File: src/rtl/router_dst_port_pkg.sv
// Shared types and constants for the router destination output port.
package router_pkg;

    localparam int unsigned DATA_W      = 8;
    localparam int unsigned DEF_DEPTH   = 16;
    localparam int unsigned DEF_TIMEOUT = 30;

    localparam int unsigned LEN_MSB = 7;
    localparam int unsigned LEN_LSB = 2;

    // Payload length plus the parity byte needs one bit more than the length field.
    localparam int unsigned PKT_CNT_W = LEN_MSB - LEN_LSB + 2;

    typedef struct packed {
        logic              hdr;
        logic [DATA_W-1:0] data;
    } fifo_entry_t;

    function automatic logic [PKT_CNT_W-1:0] hdr_pkt_len(input logic [DATA_W-1:0] hdr_byte);
        return PKT_CNT_W'(hdr_byte[LEN_MSB:LEN_LSB]) + PKT_CNT_W'(1);
    endfunction

endpackage

File: src/rtl/router_dst_port_if.sv
// Core/destination-side signal bundle of one router output port.
interface router_dst_port_if;
    import router_pkg::*;

    logic              write_enb;
    logic [DATA_W-1:0] data_in;
    logic              lfd;
    logic              read_enb;
    logic [DATA_W-1:0] data_out;
    logic              valid_out;
    logic              full;
    logic              busy;
    logic              soft_reset;

    modport master (
        output write_enb, data_in, lfd, read_enb,
        input  data_out, valid_out, full, busy, soft_reset
    );

    modport slave (
        input  write_enb, data_in, lfd, read_enb,
        output data_out, valid_out, full, busy, soft_reset
    );

endinterface

File: src/rtl/router_dst_timer.sv
// Idle timer and soft_reset pulse generator of the output port.
// Only present when ROUTER_DST_TIMEOUT_EN is defined.
`ifdef ROUTER_DST_TIMEOUT_EN
module router_dst_timer
    import router_pkg::*;
#(
    parameter int unsigned TIMEOUT = DEF_TIMEOUT
) (
    input  logic clock,
    input  logic reset,
    input  logic valid_i,
    input  logic read_i,
    output logic flush_o,
    output logic soft_reset_o
);

    localparam int unsigned TW = (TIMEOUT > 2) ? $clog2(TIMEOUT) : 1;
    localparam logic [TW-1:0] LAST = TW'(TIMEOUT - 1);

    logic [TW-1:0] timer_q, timer_d;
    logic          soft_reset_q, soft_reset_d;

    // A read is accepted whenever data is waiting, so valid && read clears the timer.
    assign flush_o      = valid_i && !read_i && (timer_q == LAST);
    assign soft_reset_o = soft_reset_q;

    // Next-state for idle counter and flush pulse.
    always_comb begin
        timer_d      = timer_q;
        soft_reset_d = flush_o;
        if (!valid_i) begin
            timer_d = '0;
        end else if (read_i) begin
            timer_d = '0;
        end else if (timer_q == LAST) begin
            timer_d = '0;
        end else begin
            timer_d = timer_q + TW'(1);
        end
    end

    // Timer and pulse registers.
    always_ff @(posedge clock) begin
        if (reset) begin
            timer_q      <= '0;
            soft_reset_q <= 1'b0;
        end else begin
            timer_q      <= timer_d;
            soft_reset_q <= soft_reset_d;
        end
    end

endmodule
`endif

File: src/rtl/router_dst_port.sv
// Router output port: 9-bit FIFO with packet tracking and optional idle flush.
// Define ROUTER_DST_TIMEOUT_EN to build the idle timer; otherwise soft_reset is tied low.
module router_dst_port
    import router_pkg::*;
#(
    parameter int unsigned DEPTH   = DEF_DEPTH,
    parameter int unsigned TIMEOUT = DEF_TIMEOUT
) (
    input  logic             clock,
    input  logic             reset,
    router_dst_port_if.slave dst
);

    localparam int unsigned AW = $clog2(DEPTH);
    localparam int unsigned PW = AW + 1;

    if ((DEPTH < 4) || ((DEPTH & (DEPTH - 1)) != 0) || (TIMEOUT < 2)) begin : g_bad_param
        $error("router_dst_port: DEPTH must be a power of two >= 4 and TIMEOUT >= 2");
    end

    fifo_entry_t          mem_q [DEPTH];
    logic [PW-1:0]        wr_ptr_q, wr_ptr_d;
    logic [PW-1:0]        rd_ptr_q, rd_ptr_d;
    logic [DATA_W-1:0]    data_out_q, data_out_d;
    logic [PKT_CNT_W-1:0] pkt_cnt_q, pkt_cnt_d;

    logic        valid_s;
    logic        full_s;
    logic        wr_ok_s;
    logic        rd_ok_s;
    logic        mem_we_s;
    logic        flush_s;
    logic        soft_reset_s;
    fifo_entry_t rd_entry_s;
    fifo_entry_t wr_entry_s;

    // Status is decoded from registered pointers only, never from this cycle's inputs.
    assign valid_s    = (wr_ptr_q != rd_ptr_q);
    assign full_s     = (wr_ptr_q[AW-1:0] == rd_ptr_q[AW-1:0]) && (wr_ptr_q[AW] != rd_ptr_q[AW]);
    assign wr_ok_s    = dst.write_enb && !full_s;
    assign rd_ok_s    = dst.read_enb && valid_s;
    assign rd_entry_s = mem_q[rd_ptr_q[AW-1:0]];
    assign wr_entry_s = '{hdr: dst.lfd, data: dst.data_in};

`ifdef ROUTER_DST_TIMEOUT_EN
    router_dst_timer #(
        .TIMEOUT (TIMEOUT)
    ) u_timer (
        .clock        (clock),
        .reset        (reset),
        .valid_i      (valid_s),
        .read_i       (dst.read_enb),
        .flush_o      (flush_s),
        .soft_reset_o (soft_reset_s)
    );
`else
    assign flush_s      = 1'b0;
    assign soft_reset_s = 1'b0;
`endif

    // Next-state for pointers, read data and packet counter; a flush overrides everything.
    always_comb begin
        mem_we_s   = 1'b0;
        wr_ptr_d   = wr_ptr_q;
        rd_ptr_d   = rd_ptr_q;
        data_out_d = data_out_q;
        pkt_cnt_d  = pkt_cnt_q;
        if (flush_s) begin
            wr_ptr_d   = '0;
            rd_ptr_d   = '0;
            data_out_d = '0;
            pkt_cnt_d  = '0;
        end else begin
            if (wr_ok_s) begin
                mem_we_s = 1'b1;
                wr_ptr_d = wr_ptr_q + PW'(1);
            end else begin
                mem_we_s = 1'b0;
                wr_ptr_d = wr_ptr_q;
            end
            if (rd_ok_s) begin
                rd_ptr_d   = rd_ptr_q + PW'(1);
                data_out_d = rd_entry_s.data;
                if (rd_entry_s.hdr) begin
                    pkt_cnt_d = hdr_pkt_len(rd_entry_s.data);
                end else if (pkt_cnt_q != '0) begin
                    pkt_cnt_d = pkt_cnt_q - PKT_CNT_W'(1);
                end else begin
                    pkt_cnt_d = pkt_cnt_q;
                end
            end else begin
                rd_ptr_d   = rd_ptr_q;
                data_out_d = data_out_q;
                pkt_cnt_d  = pkt_cnt_q;
            end
        end
    end

    // Control state registers.
    always_ff @(posedge clock) begin
        if (reset) begin
            wr_ptr_q   <= '0;
            rd_ptr_q   <= '0;
            data_out_q <= '0;
            pkt_cnt_q  <= '0;
        end else begin
            wr_ptr_q   <= wr_ptr_d;
            rd_ptr_q   <= rd_ptr_d;
            data_out_q <= data_out_d;
            pkt_cnt_q  <= pkt_cnt_d;
        end
    end

    // Storage array; stale entries are unreachable once the pointers are cleared.
    always_ff @(posedge clock) begin
        if (mem_we_s) begin
            mem_q[wr_ptr_q[AW-1:0]] <= wr_entry_s;
        end
    end

    assign dst.data_out   = data_out_q;
    assign dst.valid_out  = valid_s;
    assign dst.full       = full_s;
    assign dst.busy       = full_s;
    assign dst.soft_reset = soft_reset_s;

endmodule

File: src/flat_wrapper.sv
// flat-port wrapper written by rule: the top's interface ports become plain ports
module router_dst_port_flat import router_pkg::*;
#(
    parameter int unsigned DEPTH   = DEF_DEPTH,
    parameter int unsigned TIMEOUT = DEF_TIMEOUT
)
  (clock, reset, dst_write_enb, dst_data_in, dst_lfd, dst_read_enb, dst_data_out, dst_valid_out, dst_full, dst_busy, dst_soft_reset);
  router_dst_port_if dst_i ();
  input  logic clock;
  input  logic reset;
  input wire logic [$bits(dst_i.write_enb)-1:0] dst_write_enb;
  input wire logic [$bits(dst_i.data_in)-1:0] dst_data_in;
  input wire logic [$bits(dst_i.lfd)-1:0] dst_lfd;
  input wire logic [$bits(dst_i.read_enb)-1:0] dst_read_enb;
  output wire logic [$bits(dst_i.data_out)-1:0] dst_data_out;
  output wire logic [$bits(dst_i.valid_out)-1:0] dst_valid_out;
  output wire logic [$bits(dst_i.full)-1:0] dst_full;
  output wire logic [$bits(dst_i.busy)-1:0] dst_busy;
  output wire logic [$bits(dst_i.soft_reset)-1:0] dst_soft_reset;
  assign dst_i.write_enb = dst_write_enb;
  assign dst_i.data_in = dst_data_in;
  assign dst_i.lfd = dst_lfd;
  assign dst_i.read_enb = dst_read_enb;
  assign dst_data_out = dst_i.data_out;
  assign dst_valid_out = dst_i.valid_out;
  assign dst_full = dst_i.full;
  assign dst_busy = dst_i.busy;
  assign dst_soft_reset = dst_i.soft_reset;
  router_dst_port #(.DEPTH(DEPTH), .TIMEOUT(TIMEOUT)) u_core (.clock(clock), .reset(reset), .dst(dst_i));
endmodule
File: config.mk
export PLATFORM = sky130hd
export DESIGN_NAME = router_dst_port_flat
export DESIGN_NICKNAME = d
export VERILOG_FILES = /design/src/rtl/router_dst_port_pkg.sv /design/src/rtl/router_dst_port_if.sv /design/src/rtl/router_dst_timer.sv /design/src/rtl/router_dst_port.sv /design/src/flat_wrapper.sv
export SDC_FILE = /design/constraint.sdc
export NUM_CORES = 1
export LEC_CHECK = 0
export ABC_AREA = 1
export CORE_ASPECT_RATIO = 1.75
export CORE_UTILIZATION = 58
export DETAILED_ROUTE_END_ITERATION = 16
export GPL_TIMING_DRIVEN = 0
export PLACE_DENSITY = 0.76
export SYNTH_ARGS = -nofsm -noshare
export SYNTH_HDL_FRONTEND = slang
export SYNTH_HIERARCHICAL = 1
export SYNTH_SLANG_ARGS = --single-unit
export TNS_END_PERCENT = 100
File: constraint.sdc
create_clock -name clock -period 6.6 [get_ports clock]
set_clock_uncertainty 0.2 [all_clocks]
set_input_delay 1.32 -clock clock [delete_from_list [all_inputs] [get_ports clock]]
set_output_delay 1.32 -clock clock [all_outputs]
set_load 0.02 [all_outputs]
==> out/results.ini <==
[setup_path]
reg2reg_slack_ns = 3.92
cpMaxStageDelayCell = clkdlybuf4s50_1
rr_endpoint = u_core/mem_q[6][7]$_DFFE_PP_
path_cells = inv_2, buf_6, nand2_1, nand2_1, nor2_4, nand3b_2, inv_1, buf_4, clkdlybuf4s50_1
cp_max_fo = 10
slowest_delay_ns = 0.58
cp.required_ns = 5.08
worstPathArrival_ns = 2.39
cp_common_cell = nand2_1
rr_worst_depth = 10
crit_path_start_kind = flop
r2r-start = u_core/rd_ptr_q[0]$_SDFFE_PP0P_
critical_path_class = reg -> out
critPathCaptureType = output port

[synthesis]
synth_top_area_cell = edfxtp_1
yosys-top-cells-area = edfxtp_1 60%, nand2_1 8.7%, nor2_1 5.7%, dfxtp_1 5.6%, nand3_1 5.2%
syn_nets = 666
synth_top_area_share_pct = 60.1
syn-mean-instance-area_um2 = 9.86
yosysSeqAreaShare_pct = 65.8
synth_cell_types = 25
yosys_warnings = 6
netlist_area_um2 = 6390
synthCells = 648
ys_ff_latch = 146

[cells_and_area]
insertedDiodeCount = 0
drive_above_1_share_pct = 7.98
mostFrequentLayoutCells = 148 x nand2_1, 128 x edfxtp_1, 97 x nor2_1
final_common_cell = nand2_1
layoutNonFillerInstCount = 832
areaGrowthSynthToFinish_pct = 15.3
fin_nets = 707

[global_routing]
antenna_found_initial = 0
gr-max-usage-layer = met2
use_met1_pct = 31.3
grtUsageTotal_pct = 27.3
grt_use_met2_pct = 45.4
grt_pass1_vias = 4400
grt_pass1_wl_um = 22100
grt-ovfl-total = 0
grt_max_degree = 17
use_met3_pct = 6.86

[pwr]
vdd_ir_drop_max_v = 0.000212
power_switching_share_pct = 25.0
p_total_mw = 2.29
total_leakage_power_nw = 3.05
netSwitchingPower_mw = 0.574
cell_internal_pwr_mw = 1.72
power.share.clock_pct = 42.0
power_density_nw_per_um2 = 311
p_comb_share_pct = 12.8
p_seq_share_pct = 45.2

[place]
port_buffers = 22
dp.cells = 800
post-place-ws_ns = 3.03
hpwl_um = 9730
gp_congestion = 0.916

[min_path]
hp-start = u_core/rd_ptr_q[4]$_SDFFE_PP0P_
hold_end = u_core/rd_ptr_q[4]$_SDFFE_PP0P_
whs_path_depth = 2
min_path_type = reg -> reg

[die]
fp.coreArea_um2 = 10700
num_rows = 50
start_util_pct = 59.7
die_width_um = 81.4
die_area_um2 = 11500
ios = 25
fp.dieH_um = 141

[clock_tree]
clockRootBuffer = clkbuf_16
cts_tree = built
cts_resized = 0
holdBufCountCts = 0
post_cts.repair.setup_buffers = 0
htreeDepth = 4
clk_pin_slew_ns = 0.05
cts_inserted_buffers = 17
clock_latency_ns = 0.42
cts.sinks = 146
cts.path.max_buffers = 2

[sta]
period_needed_ns = 3.91
max_slew_margin_pct = 42.8
slew_violations = 0
setup_tns_ns = 0
rsz0062_at_grt = false
finalSetupViolCount = 0
timing.final.crit_share_pct = 59.2
worst_slew_pin_slew_ns = 0.855
setup_ws_ns = 2.69
finalHoldViolCount = 0
clock.fmax_mhz = 256

[routing]
drt_pass1_iterations = 5
num_vias = 4512
drtIter0Drc = 438
route.antenna.remaining_nets = 0
routed_wl_um = 14200
via_per_inst = 5.42
drc = 0
wl_per_cell_um = 17.1

[outcome]
status = complete, no violations

[flow_run]
drv_cap = 0

==> synthesized netlist by cell type, drive strengths merged <==
cell / instances
nor2: 99
a21oi: 14
xor2: 4
conb: 1
nand2: 150
edfxtp: 128
clkbuf: 11
buf: 18
ha: 5
clkinv: 1
nand3b: 1
xnor2: 3
inv: 92
o21ai: 36
dfxtp: 18
nand3: 67
==> logic make-up (layout without fill, tap and decap cells) <==
group           after synthesis  after routing  synth area share, %
simple gates                317            317                 20.5
xor+xnor                      7              7                0.959
buf+inv                     122            176                 7.83
flops                       146            146                 65.8
other cells                   1              1               0.0587
compound gates               50             50                 3.92
fa+ha+maj                     5              5                0.979
==> per-stage QoR <==
step                utilization [%]  hold WS (ns)  instance area [um^2]
finish                         68.9         0.313                  7370
global placement               63.3         0.291                  6770
floorplan                         -         0.265                  6390
detailed placement             63.3         0.309                  6770
global route                   68.9         0.344                  7370
CTS                            68.9         0.318                  7370
==> worst max-delay path by stage <==
stage	start	to	slack (ns)	cells after the start
2_1_floorplan	u_core/rd_ptr_q[1]$_SDFFE_PP0P_	dst_full	3.78	8
3_5_place_dp	dst_write_enb	u_core/mem_q[4][7]$_DFFE_PP_	3.03	5
6_report	u_core/rd_ptr_q[0]$_SDFFE_PP0P_	dst_full	2.69	9
5_1_grt	u_core/rd_ptr_q[0]$_SDFFE_PP0P_	dst_full	2.52	9
4_1_cts	u_core/rd_ptr_q[0]$_SDFFE_PP0P_	dst_full	2.69	9
3_3_place_gp	dst_write_enb	u_core/mem_q[8][6]$_DFFE_PP_	3.14	5
==> routing by layer <==
metal / vias to the layer above / share of wire (%)
li1: 2175 / -
met1: 2114 / 37
met2: 177 / 53
met3: 46 / 5.7
met4: 0 / 4.3
met5: - / 0
==> power by group through the flow <==
stage	logic, mW	clock network [mW]	registers (mW)
6_report	0.294	0.961	1.04
4_1_cts	0.292	0.972	1.04
3_5_place_dp	0.289	0	1.06
5_1_grt	0.325	1.01	1.04
3_3_place_gp	0.281	0	1.05
2_1_floorplan	0.180	0	1.06
==> state kept, by name, indices dropped and copies added (netlist names) <==
signal / count
u_core/mem_q: 128
u_core/rd_ptr_q: 5
u_core/wr_ptr_q: 5
u_core/dst.data_out: 8
==> worst max-delay path, delay by kind of cell, from the launching register on <==
kind                   cells  cell delay [ns]
buffers and inverters      5             1.02
flip-flops                 1             0.52
AND/OR/NAND/NOR            4             0.42
==> area by class of cell <==
cell class | instances | area [um^2]
Clock buffer | 19 | 433
Buffer | 29 | 151
Inverter | 93 | 349
Fill cell | 776 | 3330
Multi-Input combinational cell | 380 | 1690
Tap cell | 130 | 163
Clock inverter | 13 | 160
Sequential cell | 146 | 4200
Timing Repair Buffer | 22 | 220
Note: power is estimated with default switching activity, not from simulation.
